## config.mk

```make
export PLATFORM = sky130hd
export DESIGN_NAME = fnd_scan
export DESIGN_NICKNAME = d
export VERILOG_FILES = /design/src/rtl/fnd_scan.sv
export SDC_FILE = /design/constraint.sdc
export NUM_CORES = 1
export LEC_CHECK = 0
export BUFFER_PORTS_ARGS = -buffer_cell sky130_fd_sc_hd__clkbuf_2
export CAP_MARGIN = 20
export CORE_MARGIN = 2
export CORE_UTILIZATION = 35
export CTS_CLUSTER_SIZE = 12
export DETAILED_ROUTE_END_ITERATION = 10
export PLACE_DENSITY = 0.6
export SLEW_MARGIN = 0
export SYNTH_ARGS = -nofsm -noshare
export SYNTH_HDL_FRONTEND = slang
export SYNTH_SLANG_ARGS = --single-unit
```

## constraint.sdc

```tcl
create_clock -name iCLK -period 3 [get_ports iCLK]
set_clock_uncertainty 0.05 [all_clocks]
set_input_delay 0.3 -clock iCLK [delete_from_list [all_inputs] [get_ports iCLK]]
set_output_delay 0.3 -clock iCLK [all_outputs]
set_load 0.05 [all_outputs]
```

## src/rtl/fnd_scan.sv

```systemverilog
// fnd_scan: multiplexed 7-segment display scanner with per-slot anti-ghost blanking.
// Each digit slot is BLANK_CYC blank cycles followed by the lit phase. The slot is
// SCAN_DIV cycles long. The segment pattern is latched once per slot.
// Optional decimal-point support is enabled by defining the macro FND_DP_EN.
module fnd_scan #(
  parameter int unsigned NUM_DIG     = 4,
  parameter int unsigned SCAN_DIV    = 100000,
  parameter int unsigned BLANK_CYC   = 1000,
  parameter int unsigned SEG_ACT_LOW = 0
) (
  input  logic                 iCLK,
  input  logic                 inReset,
  input  logic                 iEn,
  input  logic [7*NUM_DIG-1:0] iSeg,
`ifdef FND_DP_EN
  input  logic [NUM_DIG-1:0]   iDp,
`endif
  output logic [NUM_DIG-1:0]   oSel,
  output logic [6:0]           oSeg,
`ifdef FND_DP_EN
  output logic                 oDp,
`endif
  output logic                 oFrame
);

  localparam int unsigned CNT_W = $clog2(SCAN_DIV);
  localparam int unsigned IDX_W = $clog2(NUM_DIG);

  localparam logic [CNT_W-1:0]   BLANK_LAST = CNT_W'(BLANK_CYC - 1);
  localparam logic [CNT_W-1:0]   SLOT_LAST  = CNT_W'(SCAN_DIV - 1);
  localparam logic [IDX_W-1:0]   IDX_LAST   = IDX_W'(NUM_DIG - 1);
  localparam logic [6:0]         SEG_OFF    = (SEG_ACT_LOW != 0) ? 7'h7F : 7'h00;
  localparam logic               DP_OFF     = (SEG_ACT_LOW != 0);
  localparam logic [NUM_DIG-1:0] SEL_ONE    = NUM_DIG'(1);

  typedef enum logic [1:0] {
    IDLE  = 2'd0,
    BLANK = 2'd1,
    ON    = 2'd2
  } state_e;

  state_e             state_q, state_d;
  logic [CNT_W-1:0]   cnt_q, cnt_d;
  logic [IDX_W-1:0]   idx_q, idx_d;
  logic [6:0]         snap_seg_q, snap_seg_d;
`ifdef FND_DP_EN
  logic               snap_dp_q, snap_dp_d;
  logic               dp_q, dp_d;
`endif
  logic [NUM_DIG-1:0] sel_q, sel_d;
  logic [6:0]         seg_q, seg_d;
  logic               frame_q, frame_d;

  logic [6:0]         dig_seg [NUM_DIG];

  // Split the flat segment bus into one pattern per digit
  always_comb begin
    for (int k = 0; k < int'(NUM_DIG); k++) begin
      dig_seg[k] = iSeg[7*k +: 7];
    end
  end

  // State, slot counter, digit index and snapshot registers
  always_ff @(posedge iCLK or negedge inReset) begin
    if (!inReset) begin
      state_q    <= IDLE;
      cnt_q      <= '0;
      idx_q      <= '0;
      snap_seg_q <= '0;
`ifdef FND_DP_EN
      snap_dp_q  <= 1'b0;
`endif
    end else begin
      state_q    <= state_d;
      cnt_q      <= cnt_d;
      idx_q      <= idx_d;
      snap_seg_q <= snap_seg_d;
`ifdef FND_DP_EN
      snap_dp_q  <= snap_dp_d;
`endif
    end
  end

  // Next state: slot sequencing, digit advance and snapshot capture on BLANK->ON
  always_comb begin
    state_d    = state_q;
    cnt_d      = cnt_q;
    idx_d      = idx_q;
    snap_seg_d = snap_seg_q;
`ifdef FND_DP_EN
    snap_dp_d  = snap_dp_q;
`endif
    if (!iEn) begin
      state_d = IDLE;
      cnt_d   = '0;
      idx_d   = '0;
    end else begin
      case (state_q)
        IDLE: begin
          state_d = BLANK;
          cnt_d   = '0;
          idx_d   = '0;
        end
        BLANK: begin
          cnt_d = cnt_q + CNT_W'(1);
          if (cnt_q == BLANK_LAST) begin
            state_d    = ON;
            snap_seg_d = dig_seg[idx_q];
`ifdef FND_DP_EN
            snap_dp_d  = iDp[idx_q];
`endif
          end
        end
        ON: begin
          if (cnt_q == SLOT_LAST) begin
            state_d = BLANK;
            cnt_d   = '0;
            idx_d   = (idx_q == IDX_LAST) ? '0 : idx_q + IDX_W'(1);
          end else begin
            cnt_d = cnt_q + CNT_W'(1);
          end
        end
        default: begin
          state_d = IDLE;
          cnt_d   = '0;
          idx_d   = '0;
        end
      endcase
    end
  end

  // Output decode from the upcoming state so the pins track the state register
  always_comb begin
    sel_d   = '0;
    seg_d   = SEG_OFF;
    frame_d = 1'b0;
`ifdef FND_DP_EN
    dp_d    = DP_OFF;
`endif
    if (state_d == ON) begin
      sel_d = SEL_ONE << idx_d;
      seg_d = snap_seg_d ^ SEG_OFF;
`ifdef FND_DP_EN
      dp_d  = snap_dp_d ^ DP_OFF;
`endif
    end
    if ((state_d == BLANK) && (cnt_d == '0) && (idx_d == '0)) begin
      frame_d = 1'b1;
    end
  end

  // Output registers; reset drives the display dark
  always_ff @(posedge iCLK or negedge inReset) begin
    if (!inReset) begin
      sel_q   <= '0;
      seg_q   <= SEG_OFF;
      frame_q <= 1'b0;
`ifdef FND_DP_EN
      dp_q    <= DP_OFF;
`endif
    end else begin
      sel_q   <= sel_d;
      seg_q   <= seg_d;
      frame_q <= frame_d;
`ifdef FND_DP_EN
      dp_q    <= dp_d;
`endif
    end
  end

  assign oSel   = sel_q;
  assign oSeg   = seg_q;
  assign oFrame = frame_q;
`ifdef FND_DP_EN
  assign oDp    = dp_q;
`endif

endmodule

```

==> metrics <==
status finished clean; Clock Sinks 40; Netlist cell types 50; grt total ovfl 0; Worst EP arrival 2.68 ns; Reg area 1001 sq um; total wire length 4.751 mm; Max Cap Viol 0; Syn Inst Count 215; ys async rst share 1.000; Root Driver clkbuf_8; Leak Pwr 1.204 nW; Critical Path RT 3.14 ns; Starting DRT DRC Count 99; Max-slew headroom 0.3850; Seq/Total Area, Yosys 0.4379; first-pass GRT wire length 7.907 mm; combinational power share 0.083; Tightest Hold Check Type primary input to async pin; Peak supply drop 0.0001948 V; origin of the critical flop-to-flop path cnt_q[0]; crit-path max FO 9; fin crit period 2.537 ns; fillers 631; synthesis-to-finish area growth 17.02%; actual slew at the worst max-slew pin 0.9184 ns; Primary FF master, synth dfrtp_1; total negative slack 0 ns; first drt pass iteration count 4; max frequency 0.3941 GHz; Max clock buf depth 2; Post-Layout Cell Count 336; post-route ant nets 0; synthesized area 2286 sq um; Slew Viols, Final 0; Sw Share 0.2400; Nets 296; placed instance count 327; final worst-path cycle share 0.8458; Clock transition at path regs 0.07 ns; core area 6350 sq um; die area 7194 sq um; CTS Buf Count 5; Psw 0.0002330 W; WL/cell 14.14 microns; Die H 84.82 microns; GPL Wtd Cong 0.8329; Worst Setup End Kind register; die width 84.82 microns; vias post-DR 1757; initial antenna violation count 0; vias in the first global route 1695; I/O Pins 43; hold buffer count at cts 0; Final Core Density 0.4213; # DRC 0; Via density 5.229; area of the multi-input gates 1211 sq um; Clock power frac 0.353; Startpoint Class register; Seq pwr share 0.564; reg2reg path depth 7; largest net degree at the start of global routing 41; post-CTS setup buffers 0; PortBufs 42; FF+latch count, synth 40; Setup Crit Path Kind register to register; H-Tree Depth 2; R2R Path End oFrame; CTS-repair resized insts 0; most common cell after layout, fill and taps aside clkbuf_2; Synth Net Count 252; most frequent cells in the layout clkbuf_2, dfrtp_1, nor2_1, xnor2_1, nor2b_1; layout cell share with drive strength beyond 1 0.2741; worst skew pair latency 0.30 ns; num rows 29; hpwl dp 3.564 mm; PwrDens 363.0 nW/um^2; setup violators final 0; gr usage total 0.1384; Synth warnings 0; Int Power 0.0007381 W; RSZ-0062 raised after global routing false; Final Hold Vio Count 0; number of synthesized flops with an enable pin 0; Initial Util 0.3600; syn_area_per_cell 10.63 sq um; TritonCTS clock tree done; FF-to-FF setup slack 0.46 ns; # diodes 0
## stage by stage
| stage | setup WS [ns] | power, W | hold slack (ns) | instance area [sq um] |
|---|---|---|---|---|
| finish | 0.4626 | 0.0009711 | 0.2962 | 2675 |
| global route | 0.2087 | 0.001019 | 0.2985 | 2675 |
| CTS | 0.4600 | 0.0009812 | 0.1436 | 2645 |
| detailed placement | 0.4672 | 0.0006364 | 0.4131 | 2564 |
| global placement | 0.5451 | 0.0006346 | 0.4065 | 2564 |
| floorplan | 0.6517 | 0.0005949 | -0.04559 | 2286 |
## critical path, cell delays in order (launching register included)
cell and delay, ns:
dfrtp_1 0.42, ha_1 0.35, nand4_4 0.25, nor4_4 0.37
nand4_1 0.13, a222oi_1 0.34, nand4_1 0.17, a2111oi_2 0.36
## cell usage after synthesis, types with 2 or more instances
master	count	area share
dfrtp_1	40	0.44
and3_1	2	0.0055
nor4_1	3	0.0082
clkbuf_1	3	0.0049
buf_2	5	0.011
a31oi_1	2	0.0055
or3_1	3	0.0082
o21ai_0	3	0.0066
ha_1	6	0.033
nor2b_1	12	0.033
a21oi_1	4	0.0088
and2_1	3	0.0082
mux4_2	7	0.069
nor3_1	5	0.011
nand2b_1	3	0.0082
xor2_1	6	0.023
nand4_1	4	0.011
nand3_1	11	0.024
nand2_1	11	0.018
inv_1	6	0.0099
nor2_1	28	0.046
o21a_1	2	0.0066
xnor2_1	13	0.050
mux2_1	7	0.034
## power by group through the flow
stage                     Clock, W  Sequential (W)  Combinational, W
after floorplan                  0        0.000563         0.0000314
after CTS                 0.000355        0.000548         0.0000783
after detailed placement         0        0.000558         0.0000780
final                     0.000343        0.000548         0.0000802
after global placement           0        0.000558         0.0000765
after global routing      0.000380        0.000548         0.0000907
## per-layer routing
metal | wire length, microns | global-route usage | vias up
met3 | 371 | 0.04961 | 8
met4 | 63 | 0.03463 | 0
met2 | 2181 | 0.2262 | 56
li1 | - | - | 851
met5 | 0 | 0 | -
met1 | 2134 | 0.1761 | 842
## flip-flops by register name, indices dropped and copies added (netlist names)
| signal | count |
|---|---|
| snap_seg_q | 7 |
| oFrame | 1 |
| idx_q | 2 |
| oSel | 4 |
| state_q | 2 |
| oSeg | 7 |
| cnt_q | 17 |
## area by class of cell
class / instances / area share
tap: 77 / 0.03601
clock inverter: 2 / 0.004677
sequential: 40 / 0.3742
timing repair buffer: 47 / 0.09822
inverter: 6 / 0.008419
clock buffer: 5 / 0.02572
multi-input combinational: 159 / 0.4528
## worst max path at each step
stage,endpoint,depth (start not counted),from
after floorplan,oFrame,8,cnt_q[0]
after global placement,oFrame,7,cnt_q[0]
after detailed placement,oFrame,7,cnt_q[0]
after CTS,oFrame,7,cnt_q[0]
after global routing,oFrame,7,cnt_q[0]
final,oFrame,7,cnt_q[0]
## cell families (layout without fill, tap and decap cells)
family | count (synthesis) | in the layout | share of synthesized area
AND/OR/NAND/NOR | 97 | 97 | 0.2408
flip-flops | 40 | 40 | 0.4379
AO/OA/AOI/OAI | 23 | 23 | 0.07991
XOR/XNOR | 19 | 19 | 0.07280
buffers and inverters | 16 | 60 | 0.03229
multiplexers | 14 | 14 | 0.1034
adder cells (fa/ha/maj) | 6 | 6 | 0.03284
Note: power is estimated with default switching activity, not from simulation.
